$ cat src/rtl/pipeline_stage_tx_pkg.sv
// Shared types for the stage-protocol sender: FSM states and width defaults.
package pipeline_stage_tx_pkg;
    localparam int DATA_W_DEF = 32;

    typedef enum logic [1:0] {
        IDLE  = 2'd0,
        SEND  = 2'd1,
        FLUSH = 2'd2
    } tx_state_e;

    // Next state once any flush request has been ruled out.
    function automatic tx_state_e settle_state(input logic out_valid_next);
        return out_valid_next ? SEND : IDLE;
    endfunction
endpackage

$ cat src/rtl/pipeline_stage_tx_if.sv
// Source (ready/valid) and receiver (valid/stall/flush) signals of the sender.
interface pipeline_stage_tx_if #(
    parameter int DATA_W = 32
);
    logic              src_valid;
    logic [DATA_W-1:0] src_data;
    logic              src_ready;
    logic              out_valid;
    logic [DATA_W-1:0] out_data;
    logic              out_flush;
    logic              in_stall;

    modport master (
        input  src_valid, src_data, in_stall,
        output src_ready, out_valid, out_data, out_flush
    );

    modport slave (
        output src_valid, src_data, in_stall,
        input  src_ready, out_valid, out_data, out_flush
    );
endinterface

$ cat src/rtl/pipeline_stage_tx_fifo.sv
// Registered-storage FIFO with synchronous clear; head is the oldest entry, no bypass.
module pipeline_stage_tx_fifo #(
    parameter int DATA_W = 32,
    parameter int DEPTH  = 4
) (
    input  logic                     clk,
    input  logic                     rst_n,
    input  logic                     push,
    input  logic [DATA_W-1:0]        wdata,
    input  logic                     pop,
    input  logic                     clear,
    output logic [DATA_W-1:0]        head,
    output logic [$clog2(DEPTH):0]   level,
    output logic                     full,
    output logic                     empty
);
    localparam int AW = $clog2(DEPTH);

    logic [DATA_W-1:0] mem [DEPTH];
    logic [AW-1:0]     wr_q, wr_d, rd_q, rd_d;
    logic [AW:0]       level_q, level_d;
    logic              push_ok, pop_ok;

    assign full    = (level_q == (AW+1)'(DEPTH));
    assign empty   = (level_q == '0);
    assign push_ok = push & ~full;
    assign pop_ok  = pop & ~empty;
    assign head    = mem[rd_q];
    assign level   = level_q;

    // Pointers are AW bits wide, so DEPTH being a power of two gives free wrap.
    always_comb begin
        wr_d    = wr_q;
        rd_d    = rd_q;
        level_d = level_q;
        if (clear) begin
            wr_d    = '0;
            rd_d    = '0;
            level_d = '0;
        end else begin
            if (push_ok) wr_d = wr_q + AW'(1);
            if (pop_ok)  rd_d = rd_q + AW'(1);
            level_d = level_q + (AW+1)'(push_ok) - (AW+1)'(pop_ok);
        end
    end

    always_ff @(posedge clk or negedge rst_n) begin
        if (!rst_n) begin
            wr_q    <= '0;
            rd_q    <= '0;
            level_q <= '0;
        end else begin
            wr_q    <= wr_d;
            rd_q    <= rd_d;
            level_q <= level_d;
        end
    end

    always_ff @(posedge clk) begin
        if (push_ok && !clear) mem[wr_q] <= wdata;
    end
endmodule

$ cat src/rtl/pipeline_stage_tx.sv
// Stage-protocol sender: queues local words and presents them on a registered,
// stall-stable output; flush_req discards all queued and in-flight work.
module pipeline_stage_tx
    import pipeline_stage_tx_pkg::*;
#(
    parameter int DATA_W = DATA_W_DEF,
    parameter int DEPTH  = 4,
    parameter int CNT_W  = 16
) (
    input  logic                   clk,
    input  logic                   reset,
    pipeline_stage_tx_if.master    bus,
    input  logic                   flush_req,
    output logic [$clog2(DEPTH):0] fifo_level,
    output logic [CNT_W-1:0]       tx_count
);
    tx_state_e         state_q, state_d;
    logic              out_valid_q, out_valid_d;
    logic [DATA_W-1:0] out_data_q, out_data_d;
    logic              out_flush_q, out_flush_d;
    logic [CNT_W-1:0]  cnt_q, cnt_d;

    logic              transfer, load, src_acc;
    logic              push, pop, clear, full, empty;
    logic [DATA_W-1:0] head;

    pipeline_stage_tx_fifo #(.DATA_W(DATA_W), .DEPTH(DEPTH)) u_fifo (
        .clk   (clk),
        .rst_n (reset),
        .push  (push),
        .wdata (bus.src_data),
        .pop   (pop),
        .clear (clear),
        .head  (head),
        .level (fifo_level),
        .full  (full),
        .empty (empty)
    );

    assign bus.src_ready = reset & ~full & (state_q != FLUSH) & ~flush_req;
    assign transfer      = out_valid_q & ~bus.in_stall;
    assign load          = ~out_valid_q | transfer;
    assign src_acc       = bus.src_valid & bus.src_ready;

    always_comb begin
        state_d     = state_q;
        out_valid_d = out_valid_q;
        out_data_d  = out_data_q;
        out_flush_d = 1'b0;
        cnt_d       = cnt_q;
        push        = 1'b0;
        pop         = 1'b0;
        clear       = 1'b0;
        // Flush wins over both transfer and source accept; stall is irrelevant here.
        if (flush_req) begin
            state_d     = FLUSH;
            out_valid_d = 1'b0;
            out_flush_d = 1'b1;
            cnt_d       = '0;
            clear       = 1'b1;
        end else begin
            if (transfer) cnt_d = cnt_q + CNT_W'(1);
            if (load) begin
                if (!empty) begin
                    out_valid_d = 1'b1;
                    out_data_d  = head;
                    pop         = 1'b1;
                end else if (src_acc) begin
                    out_valid_d = 1'b1;
                    out_data_d  = bus.src_data;
                end else begin
                    out_valid_d = 1'b0;
                end
            end
            push    = src_acc & ~(load & empty);
            state_d = settle_state(out_valid_d);
        end
    end

    always_ff @(posedge clk or negedge reset) begin
        if (!reset) begin
            state_q     <= IDLE;
            out_valid_q <= 1'b0;
            out_data_q  <= '0;
            out_flush_q <= 1'b0;
            cnt_q       <= '0;
        end else begin
            state_q     <= state_d;
            out_valid_q <= out_valid_d;
            out_data_q  <= out_data_d;
            out_flush_q <= out_flush_d;
            cnt_q       <= cnt_d;
        end
    end

    assign bus.out_valid = out_valid_q;
    assign bus.out_data  = out_data_q;
    assign bus.out_flush = out_flush_q;
    assign tx_count      = cnt_q;
endmodule

$ cat src/flat_wrapper.sv
// flat-port wrapper written by rule: the top's interface ports become plain ports
module pipeline_stage_tx_flat import pipeline_stage_tx_pkg::*;
#(
    parameter int DATA_W = DATA_W_DEF,
    parameter int DEPTH  = 4,
    parameter int CNT_W  = 16
)
  (clk, reset, flush_req, fifo_level, tx_count, bus_src_valid, bus_src_data, bus_in_stall, bus_src_ready, bus_out_valid, bus_out_data, bus_out_flush);
  pipeline_stage_tx_if #(.DATA_W(DATA_W)) bus_i ();
  input  logic clk;
  input  logic reset;
  input  logic flush_req;
  output logic [$clog2(DEPTH):0] fifo_level;
  output logic [CNT_W-1:0] tx_count;
  input wire logic [$bits(bus_i.src_valid)-1:0] bus_src_valid;
  input wire logic [$bits(bus_i.src_data)-1:0] bus_src_data;
  input wire logic [$bits(bus_i.in_stall)-1:0] bus_in_stall;
  output wire logic [$bits(bus_i.src_ready)-1:0] bus_src_ready;
  output wire logic [$bits(bus_i.out_valid)-1:0] bus_out_valid;
  output wire logic [$bits(bus_i.out_data)-1:0] bus_out_data;
  output wire logic [$bits(bus_i.out_flush)-1:0] bus_out_flush;
  assign bus_i.src_valid = bus_src_valid;
  assign bus_i.src_data = bus_src_data;
  assign bus_i.in_stall = bus_in_stall;
  assign bus_src_ready = bus_i.src_ready;
  assign bus_out_valid = bus_i.out_valid;
  assign bus_out_data = bus_i.out_data;
  assign bus_out_flush = bus_i.out_flush;
  pipeline_stage_tx #(.DATA_W(DATA_W), .DEPTH(DEPTH), .CNT_W(CNT_W)) u_core (.clk(clk), .reset(reset), .bus(bus_i), .flush_req(flush_req), .fifo_level(fifo_level), .tx_count(tx_count));
endmodule
$ cat config.mk
export PLATFORM = sky130hd
export DESIGN_NAME = pipeline_stage_tx_flat
export DESIGN_NICKNAME = d
export VERILOG_FILES = /design/src/rtl/pipeline_stage_tx_pkg.sv /design/src/rtl/pipeline_stage_tx_if.sv /design/src/rtl/pipeline_stage_tx_fifo.sv /design/src/rtl/pipeline_stage_tx.sv /design/src/flat_wrapper.sv
export SDC_FILE = /design/constraint.sdc
export NUM_CORES = 1
export LEC_CHECK = 0
export CAP_MARGIN = 25
export CORE_ASPECT_RATIO = 1.2
export CORE_MARGIN = 8
export CORE_UTILIZATION = 34
export CTS_CLUSTER_DIAMETER = 80
export DETAILED_ROUTE_END_ITERATION = 10
export PLACE_DENSITY = 0.56
export SETUP_SLACK_MARGIN = 0.02
export SLEW_MARGIN = 10
export SYNTH_ARGS = -nofsm -noshare
export SYNTH_HDL_FRONTEND = slang
export SYNTH_SLANG_ARGS = --single-unit
export TNS_END_PERCENT = 20
$ cat constraint.sdc
create_clock -name clk -period 3.8 [get_ports clk]
set_clock_uncertainty 0.2 [all_clocks]
set_input_delay 0.57 -clock clk [delete_from_list [all_inputs] [get_ports clk]]
set_output_delay 0.57 -clock clk [all_outputs]
set_load 0.01 [all_outputs]
==> results of run 1 <==
-- critical path: cells and delay by family --
| family | cells | cell delay (ns) |
|---|---|---|
| and+or+nand+nor | 1 | 0.10 |
| AOI/OAI and AO/OA | 1 | 0.24 |
| buffers and inverters | 3 | 1.41 |
-- cell families after synthesis --
family,share of synthesized area
DFF,0.710
and+or+nand+nor,0.0750
AOI/OAI and AO/OA,0.0607
muxes,0.0998
buffers and inverters,0.0233
xor gates and xnor gates,0.0165
adders and majority gates,0.0145
-- synth_stat cells (all sizes together) --
library cell / count / area (sq um)
ha: 7 / 87.6
and4: 1 / 8.76
xor2: 6 / 52.6
fa: 1 / 20.0
a31oi: 1 / 6.26
nand2b: 2 / 12.5
o2111ai: 1 / 8.76
or4: 1 / 7.51
and3b: 1 / 8.76
or3: 41 / 267
nand4b: 1 / 23.8
nor2: 20 / 75.1
dfrtp: 57 / 1430
mux4: 32 / 721
nor4: 4 / 25.0
xnor2: 8 / 70.1
a211oi: 1 / 7.51
buf: 10 / 93.8
and2: 4 / 25.0
o21ai: 5 / 25.0
nand2: 8 / 30.0
edfxtp: 128 / 3840
mux2i: 2 / 20.0
nand4: 4 / 25.0
clkbuf: 14 / 52.6
a21oi: 7 / 35.0
or2: 1 / 6.26
nor2b: 2 / 12.5
nand3: 6 / 30.0
o221a: 32 / 360
inv: 7 / 26.3
o31ai: 1 / 7.51
-- per-layer routing --
metal / GRT usage / vias up / share of wire
met3: 0.0314 / 17 / 0.039
met5: 0 / - / 0
met1: 0.155 / 2106 / 0.42
li1: - / 1858 / -
met4: 0.0413 / 0 / 0.015
met2: 0.232 / 80 / 0.53
-- layout make-up --
cell class | instances | share of cell area
clock buffers | 24 | 0.0534
clock inverters | 8 | 0.00620
inverters | 7 | 0.00283
multi-input cells | 200 | 0.216
flip-flops and latches | 185 | 0.568
well taps | 274 | 0.0369
repair buffers | 105 | 0.116
-- worst min path at each step --
stage / startpoint / end / slack [ns] / depth (start not counted)
2_1_floorplan: reset / u_core.bus.out_data[0] / 0.07 / 0
3_3_place_gp: reset / u_core.bus.out_data[20] / 0.23 / 1
3_5_place_dp: reset / u_core.bus.out_data[20] / 0.23 / 1
4_1_cts: u_core.bus.out_data[2] / u_core.bus.out_data[2] / 0.36 / 1
5_1_grt: u_core.bus.out_data[6] / u_core.bus.out_data[6] / 0.39 / 1
6_report: u_core.bus.out_data[2] / u_core.bus.out_data[2] / 0.36 / 1
-- registers in the layout (all words and copies together), names as in the netlist --
| name | count |
|---|---|
| u_core.bus.out_data | 32 |
| u_core.bus.out_flush | 1 |
| u_core.state_q | 1 |
| u_core.tx_count | 16 |
| u_core.u_fifo.level | 3 |
| u_core.u_fifo.mem | 128 |
| u_core.u_fifo.rd_q | 2 |
| u_core.u_fifo.wr_q | 2 |
-- report_power, final --
part           switching [mW]  total, mW  internal, mW
Clock                   0.727       1.65         0.920
Sequential              0.233       2.62          2.39
Combinational           0.684       1.63         0.945
-- placed cells by master, fill, tap and decap left out, drive strengths merged --
cell | synthesis | layout
ha | 7 | 7
clkinv | 0 | 4
o21ai | 5 | 5
dlygate4sd3 | 0 | 1
clkbuf | 14 | 24
xor2 | 6 | 6
nor2b | 2 | 2
a21oi | 7 | 7
nand2b | 2 | 2
and4 | 1 | 1
inv | 7 | 11
buf | 10 | 15
a31oi | 1 | 1
nand4 | 4 | 4
or4 | 1 | 1
nand2 | 8 | 8
o31ai | 1 | 1
edfxtp | 128 | 128
o221a | 32 | 32
or3 | 41 | 41
clkdlybuf4s50 | 0 | 89
nor2 | 20 | 20
nand4b | 1 | 1
mux4 | 32 | 32
and3b | 1 | 1
fa | 1 | 1
mux2i | 2 | 2
nand3 | 6 | 6
and2 | 4 | 4
or2 | 1 | 1
o2111ai | 1 | 1
nor4 | 4 | 4
xnor2 | 8 | 8
a211oi | 1 | 1
dfrtp | 57 | 57
==> reports/qor_table.md, run 1 <==
| Result | Reported |
|---|---|
| Number of I/O pins | 91 |
| Class of the most critical hold timing path | flip-flop to flip-flop |
| Hold Vio Cnt, Final | 0 |
| Highest net fanout along the worst path | 9 |
| Pwr/cell area | 635 nW/um^2 |
| Cells after Synth | 416 |
| Fill cell total of the finished layout | 1922 |
| Class of the most critical setup path | input pin to output port |
| Number of cells traversed by the worst register-to-register path | 11 |
| CTS buffer count | 17 |
| Max-Cap Viols | 0 |
| Width of the die | 151 microns |
| Power after layout | 5.89 mW |
| Setup Slack @ Placement | 0.488 ns |
| Post-synthesis instance area | 7420 sq um |
| Number of buffer cells added on primary ports | 90 |
| Worst-case hold slack | 0.357 ns |
| DRC viols | 0 |
| Worst slew margin | 0.413 |
| R2R Path End | u_core.u_fifo.level[2] |
| Count of yosys warnings during synthesis | 0 |
| Worst-Margin Slew | 0.880 ns |
| RePlAce Congestion | 0.702 |
| Starting density of the core | 0.344 |
| Standard cell area after detailed placement | 8720 sq um |
| Number of H-tree levels | 4 |
| Register-to-register setup slack | 0.98 ns |
| Average wire per standard cell | 21.0 microns |
| Clk sinks | 185 |
| Multi-input gate area in the final layout | 2000 sq um |
| Critical path required time | 3.03 ns |
| Status | finished clean |
| Source of the critical timing path | reset |
| Antenna violations before repair | 0 |
| Vias in the first global route | 4651 |
| Total negative setup slack | 0 ns |
| Average cell area after synthesis | 17.8 sq um |
| Launch instance of the worst register-to-register path | u_core.u_fifo.level[1] |
| Clk_lat worst skew | 0.43 ns |
| Clock tree buffer depth | 2 |
| Largest stage delay on the critical path | 0.59 ns |
| Aggregate routed wire length | 16.9 mm |
| Count of non-filler cells in the finished layout | 803 |
| Slowest library cell on the worst path | sky130_fd_sc_hd__clkdlybuf4s50_1 |
| Routed vias/inst | 5.06 |
| Cell chain of the critical path | dlygate4sd3_1, buf_2, nand2_1, a211oi_1, clkdlybuf4s50_1 |
| Arrival time of data at the critical path endpoint | 2.33 ns |
| Area of the placeable core | 21600 sq um |
| Number of design-rule violations left by the first detailed-router iteration | 236 |
| Seq/Total Area, Yosys | 0.710 |
| Final count of pins violating max slew | 0 |
| Static leakage | 3.13 nW |
| Sequential standard cell area | 5270 sq um |
| Global-route congestion overflow total | 0 |
| IR Drop Worst-Case VDD | 0.340 mV |
| Share of post-route cells with drive strength above 1 | 0.174 |
| Post-route standard cell area excluding fillers | 9280 sq um |
| Critical path startpoint category | input pin |
| Yosys cell types | 37 |
| Standard-cell row count | 59 |
| Root buffer selected by CTS | sky130_fd_sc_hd__clkbuf_16 |
| Setup repair after global routing missed its margin | false |
| Crit path capture type | output port |
| Wire length of the first global-routing pass | 26.7 mm |
| TritonCTS clock tree | done |
| Number of cells after detailed placement | 770 |
| Via count | 4061 |
| Final HPWL from detailed placement | 10.8 mm |
| Worst-case setup margin in the final layout | 0.702 ns |
| Period Utilization, post-route | 0.815 |
| Height of the die | 178 microns |
| Final core utilization | 0.431 |
| Antenna Nets Post-Route | 0 |
| CTS clk-pin slew, worst paths | 0.07 ns |
| 1st-pass router iterations | 4 |
| Number of antenna cells inserted | 0 |
| Flip-flop and latch count after synthesis | 185 |
| Die Outline Area | 26800 sq um |
| Destination of the critical timing path | bus_src_ready |
| Net count of the finished layout | 561 |
| Hold_buf cts | 1 |
| Pin count of the biggest net entering global routing | 53 |
| Shortest period the worst path allows | 3.10 ns |
| Highest attainable clock frequency | 0.323 GHz |
| Postcts setup bufs | 0 |
| Total global-route track usage | 0.132 |
| Area added between synthesis and finish | 25.1% |
| Synthesized netlist net count | 461 |
| Number of failing setup endpoints in the final timing report | 0 |
| Resize count post-CTS | 0 |
Note: power is estimated with default switching activity, not from simulation.
==> run 2: changes to the inputs <==
--- a/config.mk
+++ b/config.mk
@@ -11,7 +11,7 @@
 export CORE_UTILIZATION = 34
 export CTS_CLUSTER_DIAMETER = 80
 export DETAILED_ROUTE_END_ITERATION = 10
-export PLACE_DENSITY = 0.56
+export PLACE_DENSITY = 0.58
 export SETUP_SLACK_MARGIN = 0.02
 export SLEW_MARGIN = 10
 export SYNTH_ARGS = -nofsm -noshare
==> constraint.sdc (replaced) <==
create_clock -name clk -period 2.7 [get_ports clk]
set_clock_uncertainty 0.2 [all_clocks]
set_input_delay 0.405 -clock clk [delete_from_list [all_inputs] [get_ports clk]]
set_output_delay 0.405 -clock clk [all_outputs]
set_load 0.01 [all_outputs]
==> reports/qor_table.md, run 2 (same netlist as run 1, synthesis figures left out) <==
| Result | Reported | Change |
|---|---|---|
| Largest stage delay on the critical path | 0.43 ns | -0.16 ns |
| Count of non-filler cells in the finished layout | 820 | +2.1% |
| Arrival time of data at the critical path endpoint | 2.60 ns | +0.27 ns |
| Slowest library cell on the worst path | sky130_fd_sc_hd__dfrtp_1 |  |
| Period Utilization, post-route | 0.926 |  |
| Clock tree buffer depth | 2 | unchanged |
| Final HPWL from detailed placement | 10.9 mm | +1.2% |
| Setup repair after global routing missed its margin | false |  |
| RePlAce Congestion | 0.720 | +2.7% |
| Standard-cell row count | 59 | unchanged |
| Most common library cell in the layout ignoring fill and taps | sky130_fd_sc_hd__edfxtp_1 |  |
| Worst slew margin | 0.687 | +0.274 |
| Setup Slack @ Placement | -0.117 ns | -0.605 ns |
| Wire length of the first global-routing pass | 26.5 mm | -0.72% |
| Total global-route track usage | 0.130 | -0.00161 |
| Root buffer selected by CTS | sky130_fd_sc_hd__clkbuf_16 |  |
| Number of antenna cells inserted | 0 | unchanged |
| Number of H-tree levels | 4 | unchanged |
| Worst-case setup margin in the final layout | 0.200 ns | -0.502 ns |
| Antenna violations before repair | 0 | unchanged |
| Pwr/cell area | 902 nW/um^2 | +42% |
| Average wire per standard cell | 20.6 microns | -1.9% |
| Die Outline Area | 26800 sq um | unchanged |
| Flip-flop count of the largest register, all copies and words added | 128 | unchanged |
| Worst-Margin Slew | 0.470 ns | -0.410 ns |
| Critical path startpoint category | flip-flop |  |
| Sequential standard cell area | 5270 sq um | unchanged |
| Met2 Resource Use GR | 0.226 | -0.00633 |
| CTS clk-pin slew, worst paths | 0.07 ns | about the same |
| Vias in the first global route | 4566 | -1.8% |
| Antenna Nets Post-Route | 0 | unchanged |
| Clk_lat worst skew | 0.42 ns | about the same |
| Routed vias/inst | 5.12 | +1.3% |
| Number of design-rule violations left by the first detailed-router iteration | 156 | -34% |
| Height of the die | 178 microns | unchanged |
| GRT busiest layer | met2 |  |
| Final core utilization | 0.440 | +0.00964 |
| Fill cell total of the finished layout | 1915 | -0.36% |
| Number of failing setup endpoints in the final timing report | 0 | unchanged |
| Highest net fanout along the worst path | 5 | -4 |
| Source of the critical timing path | u_core.u_fifo.level[0] |  |
| Crit path capture type | flip-flop |  |
| Share of post-route cells with drive strength above 1 | 0.200 | +0.0257 |
| Cell chain of the critical path | or2_2, o2111ai_1, nor2_1, inv_1, ha_1, inv_1, ha_1, inv_1, fa_1, xnor2_1, nor2_1 |  |
| Status | finished clean |  |
| Most repeated library cell on the critical path | sky130_fd_sc_hd__inv_1 |  |
| Critical path required time | 2.80 ns | -0.23 ns |
| IR Drop Worst-Case VDD | 0.479 mV | +41% |
| Largest reg by FF count | u_core.u_fifo.mem |  |
| TritonCTS clock tree | done |  |
| Launch instance of the worst register-to-register path | u_core.u_fifo.level[0] |  |
| Max-Cap Viols | 0 | unchanged |
| Postcts setup bufs | 0 | unchanged |
| Net count of the finished layout | 578 | +3.0% |
| Post-route standard cell area excluding fillers | 9490 sq um | +2.2% |
| Hold Vio Cnt, Final | 0 | unchanged |
| Area added between synthesis and finish | 27.9% |  |
| Global-route congestion overflow total | 0 | unchanged |
| Class of the most critical hold timing path | input pin to asynchronous set/reset pin |  |
| Leading cell types in the layout, fill and taps excluded | 128 x sky130_fd_sc_hd__edfxtp_1, 88 x sky130_fd_sc_hd__clkdlybuf4s50_1, 55 x sky130_fd_sc_hd__dfrtp_1 |  |
| Multi-input gate area in the final layout | 2000 sq um | unchanged |
| CTS buffer count | 17 | unchanged |
| Number of cells after detailed placement | 786 | +2.1% |
| 1st-pass router iterations | 4 | unchanged |
| Via count | 4199 | +3.4% |
| Number of buffer cells added on primary ports | 90 | unchanged |
| Global-route track usage on met3 | 0.0291 | -0.00230 |
| Clk sinks | 185 | unchanged |
| Final count of pins violating max slew | 0 | unchanged |
| Global routing usage on met1 | 0.156 | +0.00130 |
| Starting density of the core | 0.344 | unchanged |
| Number of I/O pins | 91 | unchanged |
| Total negative setup slack | 0 ns | unchanged |
| Shortest period the worst path allows | 2.50 ns |  |
| DRC viols | 0 | unchanged |
| Highest attainable clock frequency | 0.400 GHz |  |
| Area of the placeable core | 21600 sq um | unchanged |
| Width of the die | 151 microns | unchanged |
| Aggregate routed wire length | 16.9 mm | +0.20% |
| Standard cell area after detailed placement | 8840 sq um | +1.5% |
| Static leakage | 3.26 nW | +4.1% |
| Class of the most critical setup path | flip-flop to flip-flop |  |
| Pin count of the biggest net entering global routing | 34 | -36% |
run 2: timing repair:
action,4_1_cts,5_1_grt
endpoints found under the hold margin,57,0
endpoints found under the setup margin,0,1
hold buffers,1,0
resized for setup,0,1
run 2: worst max-delay path: cells and delay by family, from the launching register on:
| kind | cells | cell delay [ns] |
|---|---|---|
| buffers and inverters | 3 | 0.17 |
| and+or+nand+nor | 3 | 0.47 |
| adders and majority gates | 3 | 0.71 |
| DFF | 1 | 0.43 |
| AOI/OAI and AO/OA | 1 | 0.24 |
| xor gates and xnor gates | 1 | 0.16 |
run 2: final timing paths:
path / end / slack (ns) / cells after the start
hold / removal: u_core.bus.out_flush / 0.14 / 2
min in group clk: u_core.bus.out_data[31] / 0.36 / 1
max in group asynchronous: u_core.bus.out_data[11] / 1.55 / 3
setup reg to reg: u_core.u_fifo.level[2] / 0.20 / 11
setup / recovery: u_core.u_fifo.level[2] / 0.20 / 11
hold reg to reg: u_core.bus.out_data[31] / 0.36 / 1
run 2: final cells by class:
cell class / count / share of cell area
repair buffers: 122 / 0.131
flip-flops and latches: 185 / 0.556
inverters: 7 / 0.00277
well taps: 274 / 0.0361
clock inverters: 8 / 0.00686
multi-input cells: 200 / 0.211
clock buffers: 24 / 0.0567
run 2: power breakdown:
part	internal (mW)	total [mW]	switching, mW
registers	3.36	3.59	0.227
clock network	1.42	2.48	1.06
logic	1.38	2.49	1.10
run 2: routing by layer:
metal,part of all wire,wire length [microns],vias to the layer above
li1,-,-,1894
met1,0.42,7150,2196
met2,0.52,8830,96
met3,0.042,709,13
met4,0.012,201,0
met5,0,0,-
run 2: through the flow:
step           total power [mW]  hold slack [ns]
5_1_grt                    8.96            0.152
3_5_place_dp               6.14           0.0308
4_1_cts                    8.64            0.124
6_report                   8.55            0.143
3_3_place_gp               6.11           0.0324
2_1_floorplan              4.98          -0.0906
